==> src/rtl/fetch_buffer_if.sv <==
// Fetch buffer bus: instruction-memory read port, execute redirect, and the decode-facing head.
// master is the fetch buffer side; slave is the memory/decode/execute environment.
interface fetch_buffer_if;
  logic        o_imem_req;
  logic [31:0] o_imem_addr;
  logic [31:0] i_imem_rdata;
  logic        i_redirect;
  logic [31:0] i_redirect_pc;
  logic        o_instr_valid;
  logic [31:0] o_instr;
  logic [31:0] o_pc;
  logic        i_instr_ready;
  logic        o_illegal;

  modport master (
    output o_imem_req, o_imem_addr, o_instr_valid, o_instr, o_pc, o_illegal,
    input  i_imem_rdata, i_redirect, i_redirect_pc, i_instr_ready
  );

  modport slave (
    input  o_imem_req, o_imem_addr, o_instr_valid, o_instr, o_pc, o_illegal,
    output i_imem_rdata, i_redirect, i_redirect_pc, i_instr_ready
  );
endinterface

==> src/rtl/fetch_buffer.sv <==
// Fetch stage: owns the fetch PC, issues 1-cycle imem reads, queues words+PCs for decode.
// Latency: 2 cycles from request to o_instr_valid (no bypass); redirect flushes in 1 cycle.
// Backpressure: credit count (entries + in-flight) stops requests at DEPTH; FETCH_BUF_OPCODE_CHECK_EN adds o_illegal.
module fetch_buffer #(
  parameter logic [31:0] RESET_PC = 32'h0000_0000,
  parameter int          DEPTH    = 2
) (
  input  logic           i_clk,
  input  logic           i_rst,
  fetch_buffer_if.master bus
);
  localparam int          AW  = $clog2(DEPTH);
  localparam logic [31:0] NOP = 32'h0000_0013;

  typedef enum logic {RUN, FLUSH} state_t;

  state_t      state;
  logic [31:0] fetch_pc;
  logic [31:0] inflight_pc;
  logic        inflight;
  logic [AW:0] count;
  logic [AW-1:0] rd_ptr;
  logic [AW-1:0] wr_ptr;
  logic [31:0] instr_mem [DEPTH];
  logic [31:0] pc_mem    [DEPTH];

  logic          req;
  logic          push;
  logic          pop;
  logic          valid;
  logic [AW+1:0] credits;
  logic [1:0]    unused_pc_lsb;

  assign unused_pc_lsb = bus.i_redirect_pc[1:0];

  // Pops are deliberately not credited until the count register reflects them.
  assign credits = {1'b0, count} + {{(AW+1){1'b0}}, inflight};
  assign req     = !i_rst && !bus.i_redirect && (credits < (AW+2)'(DEPTH));
  assign valid   = (count != '0);
  assign pop     = valid && bus.i_instr_ready;
  // A response is only ever outstanding in RUN; the redirect cycle discards it.
  assign push    = inflight && (state == RUN) && !bus.i_redirect;

  always_ff @(posedge i_clk or posedge i_rst) begin
    if (i_rst) begin
      state       <= RUN;
      fetch_pc    <= RESET_PC;
      inflight_pc <= '0;
      inflight    <= 1'b0;
      count       <= '0;
      rd_ptr      <= '0;
      wr_ptr      <= '0;
    end else if (bus.i_redirect) begin
      state    <= FLUSH;
      fetch_pc <= {bus.i_redirect_pc[31:2], 2'b00};
      inflight <= 1'b0;
      count    <= '0;
      rd_ptr   <= '0;
      wr_ptr   <= '0;
    end else begin
      state    <= RUN;
      inflight <= req;
      if (req) begin
        inflight_pc <= fetch_pc;
        fetch_pc    <= fetch_pc + 32'd4;
      end
      if (push) wr_ptr <= wr_ptr + 1'b1;
      if (pop)  rd_ptr <= rd_ptr + 1'b1;
      count <= count + {{AW{1'b0}}, push} - {{AW{1'b0}}, pop};
    end
  end

  always_ff @(posedge i_clk) begin
    if (push) begin
      instr_mem[wr_ptr] <= bus.i_imem_rdata;
      pc_mem[wr_ptr]    <= inflight_pc;
    end
  end

  assign bus.o_imem_req    = req;
  assign bus.o_imem_addr   = fetch_pc;
  assign bus.o_instr_valid = valid;
  assign bus.o_instr       = valid ? instr_mem[rd_ptr] : NOP;
  assign bus.o_pc          = valid ? pc_mem[rd_ptr] : 32'h0;

`ifdef FETCH_BUF_OPCODE_CHECK_EN
  logic [DEPTH-1:0] ill_mem;
  logic             rdata_ill;

  // Classified once on arrival so decode sees a registered flag with the word.
  assign rdata_ill = (bus.i_imem_rdata[1:0] != 2'b11) || (bus.i_imem_rdata == 32'h0);

  always_ff @(posedge i_clk) begin
    if (push) ill_mem[wr_ptr] <= rdata_ill;
  end

  assign bus.o_illegal = valid && ill_mem[rd_ptr];
`else
  assign bus.o_illegal = 1'b0;
`endif
endmodule

==> src/flat_wrapper.sv <==
// flat-port wrapper written by rule: the top's interface ports become plain ports
module fetch_buffer_flat 
#(
  parameter logic [31:0] RESET_PC = 32'h0000_0000,
  parameter int          DEPTH    = 2
)
  (i_clk, i_rst, bus_o_imem_req, bus_o_imem_addr, bus_o_instr_valid, bus_o_instr, bus_o_pc, bus_o_illegal, bus_i_imem_rdata, bus_i_redirect, bus_i_redirect_pc, bus_i_instr_ready);
  fetch_buffer_if bus_i ();
  input  logic i_clk;
  input  logic i_rst;
  output wire logic [$bits(bus_i.o_imem_req)-1:0] bus_o_imem_req;
  output wire logic [$bits(bus_i.o_imem_addr)-1:0] bus_o_imem_addr;
  output wire logic [$bits(bus_i.o_instr_valid)-1:0] bus_o_instr_valid;
  output wire logic [$bits(bus_i.o_instr)-1:0] bus_o_instr;
  output wire logic [$bits(bus_i.o_pc)-1:0] bus_o_pc;
  output wire logic [$bits(bus_i.o_illegal)-1:0] bus_o_illegal;
  input wire logic [$bits(bus_i.i_imem_rdata)-1:0] bus_i_imem_rdata;
  input wire logic [$bits(bus_i.i_redirect)-1:0] bus_i_redirect;
  input wire logic [$bits(bus_i.i_redirect_pc)-1:0] bus_i_redirect_pc;
  input wire logic [$bits(bus_i.i_instr_ready)-1:0] bus_i_instr_ready;
  assign bus_o_imem_req = bus_i.o_imem_req;
  assign bus_o_imem_addr = bus_i.o_imem_addr;
  assign bus_o_instr_valid = bus_i.o_instr_valid;
  assign bus_o_instr = bus_i.o_instr;
  assign bus_o_pc = bus_i.o_pc;
  assign bus_o_illegal = bus_i.o_illegal;
  assign bus_i.i_imem_rdata = bus_i_imem_rdata;
  assign bus_i.i_redirect = bus_i_redirect;
  assign bus_i.i_redirect_pc = bus_i_redirect_pc;
  assign bus_i.i_instr_ready = bus_i_instr_ready;
  fetch_buffer #(.RESET_PC(RESET_PC), .DEPTH(DEPTH)) u_core (.i_clk(i_clk), .i_rst(i_rst), .bus(bus_i));
endmodule
==> config.mk <==
export PLATFORM = sky130hd
export DESIGN_NAME = fetch_buffer_flat
export DESIGN_NICKNAME = d
export VERILOG_FILES = /design/src/rtl/fetch_buffer_if.sv /design/src/rtl/fetch_buffer.sv /design/src/flat_wrapper.sv
export SDC_FILE = /design/constraint.sdc
export NUM_CORES = 1
export LEC_CHECK = 0
export ABC_AREA = 1
export ABC_CLOCK_PERIOD_IN_PS = 12700
export BUFFER_PORTS_ARGS = -buffer_cell sky130_fd_sc_hd__buf_4
export CAP_MARGIN = 10
export CORE_ASPECT_RATIO = 1.2
export CORE_MARGIN = 2
export CORE_UTILIZATION = 60
export CTS_BUF_LIST = sky130_fd_sc_hd__clkbuf_8
export DETAILED_ROUTE_END_ITERATION = 16
export PLACE_DENSITY = 0.89
export SYNTH_ARGS = -nofsm -noshare
export SYNTH_HDL_FRONTEND = slang
export SYNTH_SLANG_ARGS = --single-unit
==> constraint.sdc <==
create_clock -name i_clk -period 12.7 [get_ports i_clk]
set_clock_uncertainty 0.05 [all_clocks]
set_input_delay 1.905 -clock i_clk [delete_from_list [all_inputs] [get_ports i_clk]]
set_output_delay 1.905 -clock i_clk [all_outputs]
set_load 0.02 [all_outputs]
==> metrics.yaml, run 1 <==
powerDensity_nw_per_um2: 173
drive_gt1_share_pct: 20.6
fmax_ghz: 0.191
dieArea_um2: 14900
hold_depth: 0
hold_start: "u_core.inflight_pc[3]"
cts-buffers-inserted: 17
start_util_pct: 61.0
fin_crit_sh_pct: 41.1
synth_ff_type: "edfxtp_1"
cts.sinks: 190
wl_um: 18400
synth-seq-cells: 190
synthArstFlopShare_pct: 34.7
status: "finished, final reports clean"
reg2regPathDepth: 8
grt_overflow: 0
root_buffer: "clkbuf_8"
comb_power_share_pct: 32.0
slew_viol_final: 0
seq_area_frac_synth_pct: 64.3
grt_pass1_vias: 6089
dr.pass1.iters: 6
crit_type: "in2out"
yosysUniqueCellTypes: 28
worst_path_most_repeated_cell: "buf_4"
grt_first_pass_wirelength_um: 29200
r2r_start: "u_core.count[0]"
hold_viol: 0
power_frac_clock_pct: 21.8
grt_max_degree: 80
whs_endpoint: "u_core.pc_mem[1][3]"
drc: 0
clock_latency_ns: 0.45
viasPerCell: 5.41
power_switching_mw: 0.637
tns_ns: 0
ir_worst_vdd_mv: 0.0892
synth_edf_count: 124
antenna_cells: 0
hpwlAfterDp_um: 12200
syn_area_per_cell_um2: 9.50
netlist_area_um2: 8360
finalNonFillerCells: 1212
hold_path.class: "reg2reg"
place_congestion: 0.928
postSynthCellCount: 880
io_buffers: 159
setup_viol: 0
cp_max_fo: 79
num_rows: 47
drtIter0Drc: 442
yosysMostFrequentCell: "nand2_1"
cts_tree: "yes"
period_needed_ns: 5.23
cts_buffer_depth: 2
nets: 1099
r2r-end: "u_core.count[1]"
yosys_warnings: 0
utilization_pct: 73.1
vias: 6552
worst_slew_pin_slew_ns: 1.07
grt_antenna_before_repair: 0
start_kind: "primary input"
rsz0062_at_grt: "no"
post-place-cells: 1180
synth_top_area_share_pct: 44.6
critPathRequiredTime_ns: 10.74
drv_cap: 0
post-cts-setup-buffers: 0
core_um2: 13700
ios: 167
pwr-share-seq_pct: 46.2
yosys-top-cells-area: "edfxtp_1 (45%), dfrtp_1 (20%), nand2_1 (13%)"
grt_use_total_pct: 24.9
slew_headroom_pct: 28.7
cpMaxStageDelayCell: "buf_4"
cp.arrival_ns: 3.27
routedWlPerCell_um: 15.2
critical_path.cell_chain: "buf_4 > nor2_4 > nand3_4 > buf_4 > inv_1 > buf_4"
die_h_um: 133
endpoint_kind: "output port"
cts_hold_buf: 0
h-tree-depth: 4
reg2reg_slack_ns: 10.19
p_sw_share_pct: 36.7
syn2layout_area_growth_pct: 19.8
total_leakage_power_nw: 4.42
p_int_mw: 1.10
path_clk_slew_ns: 0.09
synth_area_leader_cell: "edfxtp_1"
die_w_um: 112
ant_nets: 0
ctsResizeCount: 0
synthTopCellsByCount: "nand2_1 (295), edfxtp_1 (124), nor2_1 (96)"
cpPeakStageDelay_ns: 0.57
-- per-layer routing --
metal  global-route usage (%)  routed length [um]  up-vias
met1                     32.0                7180     3031
met3                     4.32                1370       54
met5                        0                   0        -
met2                     41.6                9120      305
met4                     11.7                 697        0
li1                         -                   -     3162
-- how the worst max path moves through the flow --
| stage | cells past startpoint | start | endpoint | slack, ns |
|---|---|---|---|---|
| final | 6 | bus_i_redirect | bus_o_imem_req | 7.47 |
| after detailed placement | 6 | bus_i_redirect | bus_o_imem_req | 7.49 |
| after floorplan | 6 | bus_i_redirect | u_core.instr_mem[1][0] | 5.40 |
| after CTS | 6 | bus_i_redirect | bus_o_imem_req | 7.48 |
| after global placement | 6 | bus_i_redirect | bus_o_imem_req | 7.49 |
| after global routing | 6 | bus_i_redirect | bus_o_imem_req | 7.32 |
-- stage by stage --
| stage | worst slack, ns | area [um2] | power, mW | hold WS, ns |
|---|---|---|---|---|
| after floorplan | 5.40 | 8370 | 1.14 | 0.392 |
| after global placement | 7.49 | 9630 | 1.35 | 0.398 |
| after detailed placement | 7.49 | 9630 | 1.37 | 0.404 |
| after CTS | 7.48 | 10000 | 1.74 | 0.432 |
| after global routing | 7.32 | 10000 | 1.82 | 0.439 |
| final | 7.47 | 10000 | 1.74 | 0.428 |
-- flip-flops by register name, indices dropped and copies added, names as in the netlist --
| register | cells |
|---|---|
| u_core.inflight | 1 |
| u_core.inflight_pc | 30 |
| u_core.instr_mem | 64 |
| u_core.state | 1 |
| u_core.count | 2 |
| u_core.pc_mem | 60 |
| u_core.bus.o_imem_addr | 30 |
| u_core.wr_ptr | 1 |
| u_core.rd_ptr | 1 |
-- cells in the final DEF, fill, tap and decap left out, types with 4 or more instances in the layout --
master	n
a21oi_1	60
buf_4	167
clkbuf_8	17
clkinvlp_4	4
conb_1	5
dfrtp_1	65
edfxtp_1	124
inv_1	73
inv_6	5
nand2_1	295
nand3_1	63
nand3b_1	4
nor2_1	94
nor2_2	5
o211ai_1	6
o21ai_0	30
-- cell type report --
class	instances	area [um2]
Clock buffer	17	234
Sequential cell	190	5380
Clock inverter	15	149
Multi-Input combinational cell	577	2500
Fill cell	981	3690
Timing Repair Buffer	167	1250
Inverter	75	282
Tap cell	171	214
-- power groups by stage --
stage               logic, mW  registers [mW]  clock network, mW
detailed placement      0.554           0.813                  0
floorplan               0.324           0.815                  0
global placement        0.541           0.808                  0
finish                  0.556           0.802              0.378
global route            0.603           0.811              0.409
CTS                     0.558           0.800              0.386
-- critical path: cells and delay by family --
kind / cells / cell delay [ns]
buf+inv: 4 / 1.19
simple gates: 2 / 0.14
-- kinds of logic after synthesis --
kind of cell,share of synthesized area [%]
other cells,0.0449
buf+inv,6.15
fa+ha+maj,0.449
xor+xnor,0.210
compound gates,6.21
flops,64.3
simple gates,22.6
Power figures use the tool's default switching activity.
==> run 2: changes to the inputs <==
ABC_CLOCK_PERIOD_IN_PS = 5400   (was 12700)
CORE_UTILIZATION = 57   (was 60)
PLACE_DENSITY = 0.85   (was 0.89)
clock period = 5.4 ns   (was 12.7 ns; I/O delays follow)
==> run 2 against run 1 <==
Net effect: non-clock buffer count fell by 2; utilization fell by 3.0 points; sequential cell count did not move; hold slack improved by 0.0016 ns.
==> metrics.yaml, run 2 (synthesis gave the netlist of run 1 again) <==
drc: 0  # unchanged
grt_antenna_before_repair: 0  # unchanged
fill_cells: 1068  # was 981
total_leakage_power_nw: 4.44  # was 4.42 nW
rsz0062_at_grt: "no"  # unchanged
wl_um: 18400  # about the same
dpl_worst_slack_ns: 1.88  # was 7.49 ns
cts_hold_buf: 0  # unchanged
p_sw_share_pct: 36.4  # was 36.7%
place_congestion: 0.913  # was 0.928
top_regs: "u_core.instr_mem: 64 flops, u_core.pc_mem: 60 flops"  # unchanged
endpoint_kind: "register"  # was output port
reg2reg_slack_ns: 2.98  # was 10.19 ns
ir_worst_vdd_mv: 0.206  # was 0.0892 mV
hpwlAfterDp_um: 12400  # was 12200 um
final_cell_mix: "nand2_1 (295), buf_4 (164), edfxtp_1 (124)"  # was nand2_1 (295), buf_4 (167), edfxtp_1 (124)
period_needed_ns: 3.04
reg2regPathDepth: 6  # was 8
antenna_cells: 0  # unchanged
ant_nets: 0  # unchanged
grt_first_pass_wirelength_um: 28700  # was 29200 um
io_buffers: 159  # unchanged
drive_gt1_share_pct: 20.3  # was 20.6%
startpoint: "bus_i_redirect"  # unchanged
routedWlPerCell_um: 15.1  # was 15.2 um
fmax_ghz: 0.329
regMostFlops: "u_core.instr_mem"  # unchanged
r2r-end: "u_core.bus.o_imem_addr[6]"  # was u_core.count[1]
grt_max_degree: 80  # unchanged
post-place-cells: 1182  # was 1180
worst_slack_ns: 2.36  # was 7.47 ns
timing.hold.ws_ns: 0.429  # was 0.428 ns
r2r_start: "u_core.count[0]"  # unchanged
cts-buffers-inserted: 17  # unchanged
cp_max_fo: 41  # was 79
start_util_pct: 58.2  # was 61.0%
grt_use_total_pct: 23.8  # was 24.9%
cts.sinks: 190  # unchanged
cts_tree: "yes"  # unchanged
vias: 6357  # was 6552
slew_viol_final: 0  # unchanged
num_rows: 48  # was 47
cts_buffer_depth: 2  # unchanged
multi_input_comb_area_um2: 2510  # was 2500 um2
nets: 1097  # was 1099
h-tree-depth: 4  # unchanged
hold_path.class: "reg2reg"  # unchanged
hold_viol: 0  # unchanged
ctsResizeCount: 0  # unchanged
die_w_um: 115  # was 112 um
worst_slew_pin_slew_ns: 1.08  # was 1.07 ns
final_common_cell: "nand2_1"  # unchanged
clock_latency_ns: 0.45  # about the same
status: "finished, final reports clean"  # unchanged
crit_type: "in2reg"  # was in2out
drtIter0Drc: 508  # was 442
finalNonFillerCells: 1214  # was 1212
grt_pass1_vias: 5937  # was 6089
core_um2: 14400  # was 13700 um2
start_kind: "primary input"  # unchanged
viasPerCell: 5.24  # was 5.41
tns_ns: 0  # unchanged
grt_overflow: 0  # unchanged
die_h_um: 137  # was 133 um
seq_area_um2: 5380  # unchanged
fin_crit_sh_pct: 56.3
cp.arrival_ns: 3.07  # was 3.27 ns
slew_headroom_pct: 28.2  # was 28.7%
powerDensity_nw_per_um2: 412  # was 173 nW/um2
power_frac_clock_pct: 22.8  # was 21.8%
power_switching_mw: 1.51  # was 0.637 mW
setup_viol: 0  # unchanged
dr.pass1.iters: 5  # was 6
post-cts-setup-buffers: 0  # unchanged
drv_cap: 0  # unchanged
crit_path_end: "u_core.pc_mem[0][21]"  # was bus_o_imem_req
critPathRequiredTime_ns: 5.43  # was 10.74 ns
largest_reg_flops: 64  # unchanged
ios: 167  # unchanged
path_clk_slew_ns: 0.09  # about the same
syn2layout_area_growth_pct: 20.3  # was 19.8%
dieArea_um2: 15700  # was 14900 um2
pwr-share-seq_pct: 45.6  # was 46.2%
p_int_mw: 2.63  # was 1.10 mW
comb_power_share_pct: 31.5  # was 32.0%
root_buffer: "clkbuf_8"  # unchanged
-- run 2: changes by cell type in the layout (fill, tap and decap cells not counted), sizes merged --
cell,delta
clkinvlp,-3
bufinv,+1
inv,-1
buf,-2
clkinv,+3
-- run 2: layer usage --
| layer | wire length, um | up-vias | track usage [%] |
|---|---|---|---|
| met5 | 0 | - | 0 |
| met3 | 1030 | 27 | 4.43 |
| li1 | - | 3148 | - |
| met1 | 7280 | 2948 | 29.8 |
| met4 | 413 | 0 | 8.20 |
| met2 | 9660 | 234 | 41.7 |
-- run 2: power by group through the flow --
stage                     clock network (mW)  logic (mW)  registers (mW)
after floorplan                            0       0.763            1.92
after global placement                     0        1.28            1.90
after detailed placement                   0        1.31            1.92
after CTS                              0.963        1.32            1.89
after global routing                    1.01        1.42            1.91
final                                  0.945        1.31            1.89
-- run 2: cell type report --
cell class | instances | share of cell area (%)
Clock inverter | 15 | 1.78
Sequential cell | 190 | 53.5
Timing Repair Buffer | 165 | 12.4
Inverter | 75 | 2.80
Multi-Input combinational cell | 577 | 25.0
Tap cell | 175 | 2.18
Clock buffer | 17 | 2.33
-- run 2: how the worst min path moves through the flow --
stage / end / start / cells past startpoint / slack (ns)
2_1_floorplan: u_core.pc_mem[0][10] / u_core.inflight_pc[10] / 0 / 0.39
3_3_place_gp: u_core.pc_mem[0][6] / u_core.inflight_pc[6] / 0 / 0.40
3_5_place_dp: u_core.pc_mem[1][15] / u_core.inflight_pc[15] / 0 / 0.41
4_1_cts: u_core.pc_mem[0][6] / u_core.inflight_pc[6] / 0 / 0.43
5_1_grt: u_core.pc_mem[1][6] / u_core.inflight_pc[6] / 0 / 0.45
6_report: u_core.pc_mem[0][6] / u_core.inflight_pc[6] / 0 / 0.43
-- run 2: per-stage QoR --
step                util, %  total power, mW  instance area [um2]
global placement       67.1             3.18                 9640
finish                 70.0             4.14                10100
global route           70.0             4.34                10100
floorplan                 -             2.68                 8380
detailed placement     67.1             3.23                 9640
CTS                    70.0             4.17                10100
-- run 2: critical path, stage by stage --
cell	delay [ns]
buf_4	0.23
inv_1	0.59
nand2_1	0.24
nor2_4	0.55
buf_4	0.60
==> run 3: changes to the inputs <==
ABC_CLOCK_PERIOD_IN_PS = 3100   (was 5400)
clock period = 3.1 ns   (was 5.4 ns; I/O delays follow)
==> run 3 against run 2 <==
Net effect: non-clock buffer count grew 8; utilization grew 0.22 points; wire length is essentially flat; first-iteration DRC count shrank 5.5%; combinational power grew 75%; sequential share of layout area shrank 0.17 points; power grew 72%; final cell count grew 0.66%; via count grew 1.3%; critical path type is now reg2out.
==> metrics.yaml, run 3 (synthesis gave the netlist of run 1 again) <==
cts-buffers-inserted: 17  # unchanged
ios: 167  # unchanged
dr.pass1.iters: 5  # unchanged
wl_um: 18400  # about the same
grt_first_pass_wirelength_um: 28900  # was 28700 um
die_w_um: 115  # unchanged
fill_cells: 1059  # was 1068
largest_reg_flops: 64  # unchanged
utilization_pct: 70.2  # was 70.0%
cts.sinks: 190  # unchanged
power_switching_mw: 2.55  # was 1.51 mW
io_buffers: 159  # unchanged
slew_viol_final: 0  # unchanged
worst_slew_pin_slew_ns: 0.947  # was 1.08 ns
power_frac_clock_pct: 21.7  # was 22.8%
die_h_um: 137  # unchanged
hold_path.class: "in2reg"  # was reg2reg
r2r_start: "u_core.count[0]"  # unchanged
whs_endpoint: "u_core.instr_mem[1][22]"  # was u_core.pc_mem[0][6]
grt_use_total_pct: 24.0  # was 23.8%
clock_latency_ns: 0.45  # about the same
start_kind: "register"  # was primary input
cts_hold_buf: 0  # unchanged
dieArea_um2: 15700  # unchanged
hold_start: "bus_i_imem_rdata[22]"  # was u_core.inflight_pc[6]
comb_power_share_pct: 32.2  # was 31.5%
hpwlAfterDp_um: 12800  # was 12400 um
reg2regPathDepth: 7  # was 6
setup_viol: 0  # unchanged
root_buffer: "clkbuf_8"  # unchanged
drc: 0  # unchanged
reg2reg_slack_ns: 1.10  # was 2.98 ns
r2r-end: "u_core.count[1]"  # was u_core.bus.o_imem_addr[6]
critPathRequiredTime_ns: 2.58  # was 5.43 ns
place_congestion: 0.902  # was 0.913
cts_buffer_depth: 2  # unchanged
grt_pass1_vias: 5938  # was 5937
drtIter0Drc: 480  # was 508
crit_type: "reg2out"  # was in2reg
critical_path.cell_chain: "inv_2 > buf_4 > nand2_1 > a21oi_1 > buf_4"  # was buf_4 > inv_1 > nand2_1 > nor2_4 > buf_4
fmax_ghz: 0.376
worst_path_most_repeated_cell: "buf_4"  # unchanged
cpMaxStageDelayCell: "buf_4"  # unchanged
hold_viol: 0  # unchanged
drv_cap: 0  # unchanged
fin_total_pwr_mw: 7.12  # was 4.14 mW
slew_headroom_pct: 36.8  # was 28.2%
final_common_cell: "nand2_1"  # unchanged
pwr-share-seq_pct: 46.1  # was 45.6%
regMostFlops: "u_core.instr_mem"  # unchanged
tns_ns: 0  # unchanged
num_rows: 48  # unchanged
hold_depth: 1  # was 0
cp_max_fo: 33  # was 41
powerDensity_nw_per_um2: 706  # was 412 nW/um2
nets: 1105  # was 1097
fin_crit_sh_pct: 85.8
path_clk_slew_ns: 0.09  # about the same
grt_overflow: 0  # unchanged
p_sw_share_pct: 35.8  # was 36.4%
p_int_mw: 4.57  # was 2.63 mW
routedWlPerCell_um: 15.0  # was 15.1 um
ctsResizeCount: 0  # unchanged
syn2layout_area_growth_pct: 20.6  # was 20.3%
post-cts-setup-buffers: 0  # unchanged
h-tree-depth: 4  # unchanged
drive_gt1_share_pct: 20.7  # was 20.3%
grt_max_degree: 65  # was 80
status: "finished, final reports clean"  # unchanged
total_leakage_power_nw: 4.45  # was 4.44 nW
multi_input_comb_area_um2: 2510  # unchanged
ant_nets: 0  # unchanged
top_regs: "u_core.instr_mem: 64 flops, u_core.pc_mem: 60 flops"  # unchanged
cp.arrival_ns: 2.14  # was 3.07 ns
endpoint_kind: "output port"  # was register
antenna_cells: 0  # unchanged
grt_antenna_before_repair: 0  # unchanged
vias: 6439  # was 6357
cts_tree: "yes"  # unchanged
period_needed_ns: 2.66
seq_area_um2: 5380  # unchanged
viasPerCell: 5.27  # was 5.24
start_util_pct: 58.2  # unchanged
core_um2: 14400  # unchanged
final_cell_mix: "nand2_1 (295), buf_4 (172), edfxtp_1 (124)"  # was nand2_1 (295), buf_4 (164), edfxtp_1 (124)
finalInstanceArea_um2: 10100  # about the same
rsz0062_at_grt: "no"  # unchanged
ir_worst_vdd_mv: 0.310  # was 0.206 mV
dpl-instance-area_um2: 9700  # was 9640 um2
cpPeakStageDelay_ns: 0.44  # was 0.60 ns
-- run 3: worst max-delay path, delay by kind of cell (launching register included) --
| kind | cells | cell delay (ns) |
|---|---|---|
| compound gates | 1 | 0.17 |
| flops | 1 | 0.41 |
| buf+inv | 3 | 1.02 |
| simple gates | 1 | 0.09 |
-- run 3: area by class of cell --
type	instances	share of cell area [%]
sequential	190	53.3
multi-input combinational	577	24.9
timing repair buffer	173	13.0
inverter	75	2.79
clock buffer	17	2.32
tap	175	2.17
clock inverter	15	1.49
-- run 3: worst max path at each step --
stage / start / endpoint / slack [ns]
CTS: u_core.rd_ptr / bus_o_instr[20] / 0.42
global route: u_core.rd_ptr / bus_o_instr[28] / 0.27
global placement: u_core.rd_ptr / bus_o_instr[28] / 0.93
floorplan: bus_i_redirect / u_core.instr_mem[1][0] / 0.07
finish: u_core.rd_ptr / bus_o_instr[20] / 0.44
detailed placement: u_core.rd_ptr / bus_o_instr[20] / 0.91
-- run 3: metrics by stage --
| stage | hold WS [ns] | instances | setup slack [ns] |
|---|---|---|---|
| floorplan | 0.392 | 884 | 0.0739 |
| global placement | 0.398 | 1190 | 0.930 |
| detailed placement | 0.405 | 1190 | 0.908 |
| CTS | 0.124 | 1222 | 0.415 |
| global route | 0.115 | 1222 | 0.268 |
| finish | 0.147 | 1222 | 0.441 |
-- run 3: power by group through the flow --
stage	sequential, mW	clock (mW)	combinational (mW)
after floorplan	3.34	0	1.33
after global placement	3.31	0	2.25
after detailed placement	3.34	0	2.30
after CTS	3.28	1.57	2.31
after global routing	3.33	1.67	2.51
final	3.28	1.54	2.29
-- run 3: per-layer routing --
metal | track usage, % | wire length, um | vias up
met5 | 0 | 0 | -
met4 | 11.9 | 549 | 0
met3 | 3.41 | 1060 | 35
met2 | 41.7 | 9590 | 243
met1 | 29.3 | 7190 | 2988
li1 | - | - | 3173
